File: src/rtl/pcs_block_lock_ctrl.sv
// ============================================================================
// pcs_block_lock_ctrl
// ----------------------------------------------------------------------------
// Receive-side 64b/66b block-lock controller. It sits in front of the
// 66b->XGMII decoder and watches the 2-bit sync header of every accepted
// block. While the block boundary is unknown, it asks the gearbox to slip by
// one bit until LOCK_COUNT consecutive good headers are seen. While locked,
// it monitors fixed windows of WINDOW_SIZE headers and drops lock when
// BAD_LIMIT invalid headers land in one window. It also drives the enable
// that gates blocks into the decoder.
//
// Optional feature (compile-time macro PCS_HI_BER_EN):
//   A free-running hi-BER timer of BER_WINDOW cycles counts invalid headers
//   seen while locked (saturating at BER_LIMIT). At every timer expiry,
//   hi_ber_out is set to (count >= BER_LIMIT) and held for the next period.
//   hi_ber_out masks dec_enable_out but never drops lock. Without the macro,
//   hi_ber_out is tied to 0 and no timer or counter logic is built.
//
// Ports
//   rx_clk          in   1  receive clock, the only clock of the block
//   rx_rst          in   1  asynchronous assert, active-high reset
//   hdr_in          in   2  sync header [65:64] of the current 66b block
//   hdr_valid_in    in   1  hdr_in belongs to an accepted block
//   slip_out        out  1  one-cycle pulse: gearbox shifts boundary one bit
//   block_lock_out  out  1  block boundary is locked
//   dec_enable_out  out  1  block_lock_out && !hi_ber_out (registered)
//   slip_count_out  out  8  slips issued since reset, saturating at 8'hFF
//   hi_ber_out      out  1  high bit-error-rate flag
//
// Timing
//   All outputs are registered. Each decision becomes visible in the cycle
//   after the header that caused it. The SLIP state lasts SLIP_WAIT cycles.
//   The first of these cycles carries the slip pulse. Headers that arrive
//   during any SLIP cycle are ignored, because the gearbox output is still
//   settling.
// ============================================================================
module pcs_block_lock_ctrl #(
    parameter int LOCK_COUNT  = 64,
    parameter int WINDOW_SIZE = 64,
    parameter int BAD_LIMIT   = 16,
    parameter int SLIP_WAIT   = 4,
    parameter int BER_WINDOW  = 19531,
    parameter int BER_LIMIT   = 16
) (
    input  logic       rx_clk,
    input  logic       rx_rst,
    input  logic [1:0] hdr_in,
    input  logic       hdr_valid_in,
    output logic       slip_out,
    output logic       block_lock_out,
    output logic       dec_enable_out,
    output logic [7:0] slip_count_out,
    output logic       hi_ber_out
);

    // Each counter is sized to hold its own threshold. Every counter is
    // cleared when it reaches that threshold, so none of them can wrap.
    localparam int GOOD_W = $clog2(LOCK_COUNT + 1);
    localparam int HDR_W  = $clog2(WINDOW_SIZE + 1);
    localparam int BAD_W  = $clog2(BAD_LIMIT + 1);
    localparam int WAIT_W = $clog2(SLIP_WAIT + 1);

    // Counter values seen on the cycle *before* the threshold is hit. The
    // decision is made on the header that would take the counter to its
    // threshold.
    localparam logic [GOOD_W-1:0] GOOD_LAST = GOOD_W'(LOCK_COUNT - 1);
    localparam logic [HDR_W-1:0]  HDR_LAST  = HDR_W'(WINDOW_SIZE - 1);
    localparam logic [BAD_W-1:0]  BAD_LAST  = BAD_W'(BAD_LIMIT - 1);
    localparam logic [WAIT_W-1:0] WAIT_LAST = WAIT_W'(SLIP_WAIT - 1);

    typedef enum logic [1:0] {
        ST_UNLOCKED = 2'd0,
        ST_SLIP     = 2'd1,
        ST_LOCKED   = 2'd2
    } state_t;

    state_t            state_reg;
    logic [GOOD_W-1:0] good_cnt_reg;
    logic [HDR_W-1:0]  hdr_cnt_reg;
    logic [BAD_W-1:0]  bad_cnt_reg;
    logic [WAIT_W-1:0] wait_cnt_reg;
    logic              slip_reg;
    logic              block_lock_reg;
    logic              dec_enable_reg;
    logic [7:0]        slip_count_reg;

    logic              hdr_ok;
    logic              lock_acquire;
    logic              lock_loss;
    logic              lock_next;
    logic              hi_ber_next;
    logic [7:0]        slip_count_inc;

    // A legal sync header has exactly one bit set (2'b01 or 2'b10).
    assign hdr_ok = hdr_in[1] ^ hdr_in[0];

    // The lock transitions are pulled out of the FSM so that dec_enable can
    // be registered from the same next-cycle lock value as block_lock_out.
    assign lock_acquire = (state_reg == ST_UNLOCKED) && hdr_valid_in && hdr_ok &&
                          (good_cnt_reg == GOOD_LAST);
    assign lock_loss    = (state_reg == ST_LOCKED) && hdr_valid_in && !hdr_ok &&
                          (bad_cnt_reg == BAD_LAST);
    assign lock_next    = lock_acquire || (block_lock_reg && !lock_loss);

    assign slip_count_inc = (slip_count_reg == 8'hFF) ? 8'hFF : slip_count_reg + 8'd1;

    // ------------------------------------------------------------------------
    // Block-lock state machine
    // ------------------------------------------------------------------------
    always_ff @(posedge rx_clk or posedge rx_rst) begin
        if (rx_rst) begin
            state_reg      <= ST_UNLOCKED;
            good_cnt_reg   <= '0;
            hdr_cnt_reg    <= '0;
            bad_cnt_reg    <= '0;
            wait_cnt_reg   <= '0;
            slip_reg       <= 1'b0;
            block_lock_reg <= 1'b0;
            dec_enable_reg <= 1'b0;
            slip_count_reg <= 8'h00;
        end else begin
            // The slip request is a single-cycle pulse. It is re-armed only
            // on entry to SLIP.
            slip_reg       <= 1'b0;
            block_lock_reg <= lock_next;
            dec_enable_reg <= lock_next && !hi_ber_next;

            case (state_reg)
                ST_UNLOCKED: begin
                    if (hdr_valid_in) begin
                        if (!hdr_ok) begin
                            state_reg      <= ST_SLIP;
                            slip_reg       <= 1'b1;
                            slip_count_reg <= slip_count_inc;
                            good_cnt_reg   <= '0;
                            wait_cnt_reg   <= '0;
                        end else if (good_cnt_reg == GOOD_LAST) begin
                            state_reg    <= ST_LOCKED;
                            good_cnt_reg <= '0;
                            hdr_cnt_reg  <= '0;
                            bad_cnt_reg  <= '0;
                        end else begin
                            good_cnt_reg <= good_cnt_reg + GOOD_W'(1);
                        end
                    end
                end

                ST_SLIP: begin
                    // This state counts clock cycles, not headers. The
                    // gearbox settles in real time, whether or not blocks
                    // are being accepted.
                    if (wait_cnt_reg == WAIT_LAST) begin
                        state_reg    <= ST_UNLOCKED;
                        wait_cnt_reg <= '0;
                    end else begin
                        wait_cnt_reg <= wait_cnt_reg + WAIT_W'(1);
                    end
                end

                ST_LOCKED: begin
                    if (hdr_valid_in) begin
                        if (lock_loss) begin
                            // Loss of lock is checked first. It therefore
                            // wins over a window end on the same header.
                            state_reg      <= ST_SLIP;
                            slip_reg       <= 1'b1;
                            slip_count_reg <= slip_count_inc;
                            hdr_cnt_reg    <= '0;
                            bad_cnt_reg    <= '0;
                            good_cnt_reg   <= '0;
                            wait_cnt_reg   <= '0;
                        end else if (hdr_cnt_reg == HDR_LAST) begin
                            hdr_cnt_reg <= '0;
                            bad_cnt_reg <= '0;
                        end else begin
                            hdr_cnt_reg <= hdr_cnt_reg + HDR_W'(1);
                            if (!hdr_ok) begin
                                bad_cnt_reg <= bad_cnt_reg + BAD_W'(1);
                            end
                        end
                    end
                end

                default: begin
                    state_reg    <= ST_UNLOCKED;
                    good_cnt_reg <= '0;
                    hdr_cnt_reg  <= '0;
                    bad_cnt_reg  <= '0;
                    wait_cnt_reg <= '0;
                end
            endcase
        end
    end

    assign slip_out       = slip_reg;
    assign block_lock_out = block_lock_reg;
    assign dec_enable_out = dec_enable_reg;
    assign slip_count_out = slip_count_reg;

    // ------------------------------------------------------------------------
    // Hi-BER monitor
    // ------------------------------------------------------------------------
`ifdef PCS_HI_BER_EN
    localparam int BT_W = $clog2(BER_WINDOW + 1);
    localparam int BC_W = $clog2(BER_LIMIT + 1);

    logic [BT_W-1:0] ber_timer_reg;
    logic [BC_W-1:0] ber_cnt_reg;
    logic [BC_W-1:0] ber_cnt_next;
    logic            hi_ber_reg;
    logic            ber_hit;
    logic            ber_expire;

    assign ber_hit      = (state_reg == ST_LOCKED) && hdr_valid_in && !hdr_ok;
    assign ber_expire   = (ber_timer_reg == BT_W'(BER_WINDOW - 1));
    // The count saturates at the limit. Beyond that point, the verdict at
    // expiry cannot change.
    assign ber_cnt_next = (ber_hit && (ber_cnt_reg != BC_W'(BER_LIMIT))) ?
                          ber_cnt_reg + BC_W'(1) : ber_cnt_reg;
    // The header on the expiry cycle still counts toward the closing period.
    assign hi_ber_next  = ber_expire ? (ber_cnt_next >= BC_W'(BER_LIMIT)) : hi_ber_reg;

    always_ff @(posedge rx_clk or posedge rx_rst) begin
        if (rx_rst) begin
            ber_timer_reg <= '0;
            ber_cnt_reg   <= '0;
            hi_ber_reg    <= 1'b0;
        end else begin
            hi_ber_reg <= hi_ber_next;
            if (ber_expire) begin
                ber_timer_reg <= '0;
                ber_cnt_reg   <= '0;
            end else begin
                ber_timer_reg <= ber_timer_reg + BT_W'(1);
                ber_cnt_reg   <= ber_cnt_next;
            end
        end
    end

    assign hi_ber_out = hi_ber_reg;
`else
    // The BER window and limit only shape the optional monitor. They are
    // folded into a sink here so that the default build has no dangling
    // configuration.
    localparam int unused_ber_cfg = BER_WINDOW + BER_LIMIT;

    assign hi_ber_next = 1'b0;
    assign hi_ber_out  = 1'b0;
`endif

endmodule

File: config.mk
export PLATFORM = sky130hd
export DESIGN_NAME = pcs_block_lock_ctrl
export DESIGN_NICKNAME = d
export VERILOG_FILES = /design/src/rtl/pcs_block_lock_ctrl.sv
export SDC_FILE = /design/constraint.sdc
export NUM_CORES = 1
export LEC_CHECK = 0
export ABC_AREA = 0
export BUFFER_PORTS_ARGS = -buffer_cell sky130_fd_sc_hd__clkbuf_2
export CAP_MARGIN = 20
export CELL_PAD_IN_SITES_DETAIL_PLACEMENT = 2
export CELL_PAD_IN_SITES_GLOBAL_PLACEMENT = 2
export CORE_MARGIN = 2
export CORE_UTILIZATION = 36
export CTS_CLUSTER_DIAMETER = 200
export DETAILED_ROUTE_END_ITERATION = 8
export PLACE_DENSITY = 0.83
export SLEW_MARGIN = 20
export SYNTH_ARGS = -nofsm -noshare
export SYNTH_HDL_FRONTEND = slang
export SYNTH_SLANG_ARGS = --single-unit
File: constraint.sdc
create_clock -name rx_clk -period 2.3 [get_ports rx_clk]
set_input_delay 0.46 -clock rx_clk [delete_from_list [all_inputs] [get_ports rx_clk]]
set_output_delay 0.46 -clock rx_clk [all_outputs]
set_load 0.02 [all_outputs]
==> flow_summary.json <==
{
  "status": "complete, no violations",
  "numCtsBuffers": 5,
  "grt_setup_unrepaired": "true",
  "postSynth.asyncResetShare_pct": 100.0,
  "cts_buffer_depth": 2,
  "cts.sinks": 34,
  "largest_register_ffs": 8,
  "vias_per_cell": 5.289,
  "synth_edf_count": 0,
  "final.setup_skew_ns": 0.008634,
  "clkLatencyLatePin_ns": 0.29,
  "antenna_found_initial": 0,
  "ys.flop_type": "dfrtp_1",
  "n_antenna_cell": 0,
  "port_buffers": 15,
  "overflow": 0,
  "initial_utilization_pct": 37.43,
  "p_per_area_nw_per_um2": 798.2,
  "grt_pass1_vias": 1654,
  "die_y_um": 74.08,
  "grt_pass1_wl_mm": 8.542,
  "ys_seq_area_share_pct": 48.12,
  "vias": 1502,
  "cts_tree": "built",
  "postPlaceCellArea_um2": 1961,
  "hold_buffers": 0,
  "crit_fanout": 8,
  "setup_slack_ns": 0.09250,
  "row_count": 25,
  "maxSlewHeadroom_pct": 65.92,
  "max_freq_mhz": 453.0,
  "post-route-period-util_pct": 95.98,
  "ff_latch_area_um2": 850.8,
  "finalHoldViolCount": 0,
  "multi_input_area_um2": 882.1,
  "routed_wl_mm": 4.841,
  "avgSynthCellArea_um2": 9.404,
  "netlist_area_um2": 1768,
  "ioPinCount": 17,
  "core_um2": 4723,
  "tightestPinTransition_ns": 0.5074,
  "synthTopCellsByArea": "dfrtp_1 (48%), o21ai_0 (5.9%), ha_1 (4.2%), nand2_1 (4.2%), nor2_1 (3.6%)",
  "die_area_um2": 5488,
  "path_class": "reg -> reg",
  "hold_path.class": "in -> async",
  "clkTransAtPathRegs_ns": 0.07,
  "area_delta_synth_final_pct": 18.54,
  "drc": 0,
  "htree_num_levels": 2,
  "p_leak_nw": 0.9492,
  "firstDrtPassIters": 4,
  "root_buffer": "clkbuf_8",
  "ir_drop_v": 0.0005720,
  "drive_above_1_share_pct": 21.20,
  "setup_violations": 0,
  "maxCapViolations": 0,
  "critPathRequiredTime_ns": 2.50,
  "antenna_left": 0,
  "fin_area_um2": 2096,
  "gp_congestion": 0.8647,
  "r2r_setup_slack_ns": 0.09,
  "drt_iter0_markers": 41,
  "layout.nets": 227,
  "grt_max_degree": 35,
  "ys_types": 43,
  "synth_nets": 199,
  "syn_inst": 188,
  "fillerInstances": 517,
  "yosys.area.top_type_share_pct": 48.12,
  "cp-start-kind": "flop",
  "slew_viol_final": 0,
  "wire_per_inst_um": 17.05,
  "end_kind": "flop",
  "period_needed_ns": 2.207,
  "synth_top_area_cell": "dfrtp_1",
  "die_x_um": 74.08,
  "yosysWarnings": 0,
  "ys_seq_elements": 34,
  "post-place-ws_ns": -0.07514,
  "hpwlAfterDp_mm": 3.498,
  "grt_usage_pct": 20.45,
  "arrival_ns": 2.41
}
-- worst max-delay path, stage by stage, from the launching register on --
cell and delay, ns:
dfrtp_1 0.37, ha_2 0.22, nand3_2 0.13, or3_4 0.41, o41a_1 0.54, nand2b_4 0.21
o311ai_2 0.24
-- cell usage after synthesis (all sizes together) (2+ instances only) --
cell type,number
dfrtp,34
buf,3
a21oi,5
nand2,20
o21ai,22
and3,5
nor2,17
or2,2
ha,6
o31ai,4
nand4,3
inv,10
o21a,4
mux2,4
nor2b,3
a31oi,2
nor3,5
a2bb2oi,2
nand2b,4
nand3,13
-- final cells by class --
class | count | area share [%]
Clock inverter | 1 | 0.2388
Clock buffer | 7 | 4.119
Timing Repair Buffer | 25 | 7.164
Tap cell | 67 | 4.000
Inverter | 10 | 1.791
Sequential cell | 34 | 40.60
Multi-Input combinational cell | 140 | 42.09
-- cell families (layout without fill, tap and decap cells) --
kind of cell    Yosys count  after routing  share of synthesized area [%]
simple gates             79             79                          22.51
compound gates           47             47                          17.20
flops                    34             34                          48.12
buf+inv                  14             43                          3.609
fa+ha+maj                 6              6                          4.246
mux                       5              5                          3.114
xor+xnor                  2              2                         0.9910
other cells               1              1                         0.2121
-- what timing repair did --
action | in CTS | in global routing
endpoints found under the setup margin | 3 | 12
gates cloned | 0 | 0
buffers inserted | 0 | 2
pin swaps | 0 | 1
gates resized for setup | 1 | 6
-- cells in the final DEF (no fill, tap or decap), types with 2 or more instances in the layout --
cell type,n
dfrtp_1,34
nand2_1,20
clkbuf_2,15
nand4_1,3
ha_1,5
nand2b_1,3
clkbuf_8,6
a31oi_1,2
a2bb2oi_1,2
o21ai_0,20
o21a_1,4
o31ai_1,4
or2_2,2
nor2_1,16
mux2_2,4
nor2b_1,3
buf_4,10
nand3_1,12
a21oi_1,5
nor3_1,5
and3_1,5
inv_1,10
-- power by group --
| group | switching (mW) | internal [mW] |
|---|---|---|
| Clock | 0.219 | 0.241 |
| Combinational | 0.279 | 0.163 |
| Sequential | 0.0934 | 0.677 |
-- path summary, 6_finish.rpt --
kind,startpoint,end,cells after the start
max reg2reg,good_cnt_reg[0]$_DFFE_PP0P_,hdr_cnt_reg[5]$_DFFE_PP0P_,6
min,rx_rst,state_reg[1]$_DFFE_PP0P_,3
max,good_cnt_reg[0]$_DFFE_PP0P_,hdr_cnt_reg[5]$_DFFE_PP0P_,6
max in group asynchronous,rx_rst,good_cnt_reg[0]$_DFFE_PP0P_,3
min in group rx_clk,good_cnt_reg[5]$_DFFE_PP0P_,good_cnt_reg[5]$_DFFE_PP0P_,1
min reg2reg,good_cnt_reg[5]$_DFFE_PP0P_,good_cnt_reg[5]$_DFFE_PP0P_,1
-- metal layers --
metal	part of all wire [%]	routed length, um	track usage, %	vias to the layer above
met4	1.1	55	5.859	0
li1	-	-	-	726
met1	48	2338	27.39	756
met2	48	2344	33.73	14
met5	0	0	0	-
met3	2.1	102	4.065	6
-- metrics by stage --
stage               hold slack (ns)  std cells  total power, mW  setup TNS, ns  utilization [%]
finish                       0.2463        284            1.673              0            44.37
global route                 0.2829        284            1.803       -0.05668            44.37
CTS                          0.2529        282            1.689              0            43.58
detailed placement           0.4765        274            1.217        -0.1338            41.51
global placement             0.4623        274            1.178              0            41.51
floorplan                    0.4484        188            1.057              0                -
Power figures use the tool's default switching activity.
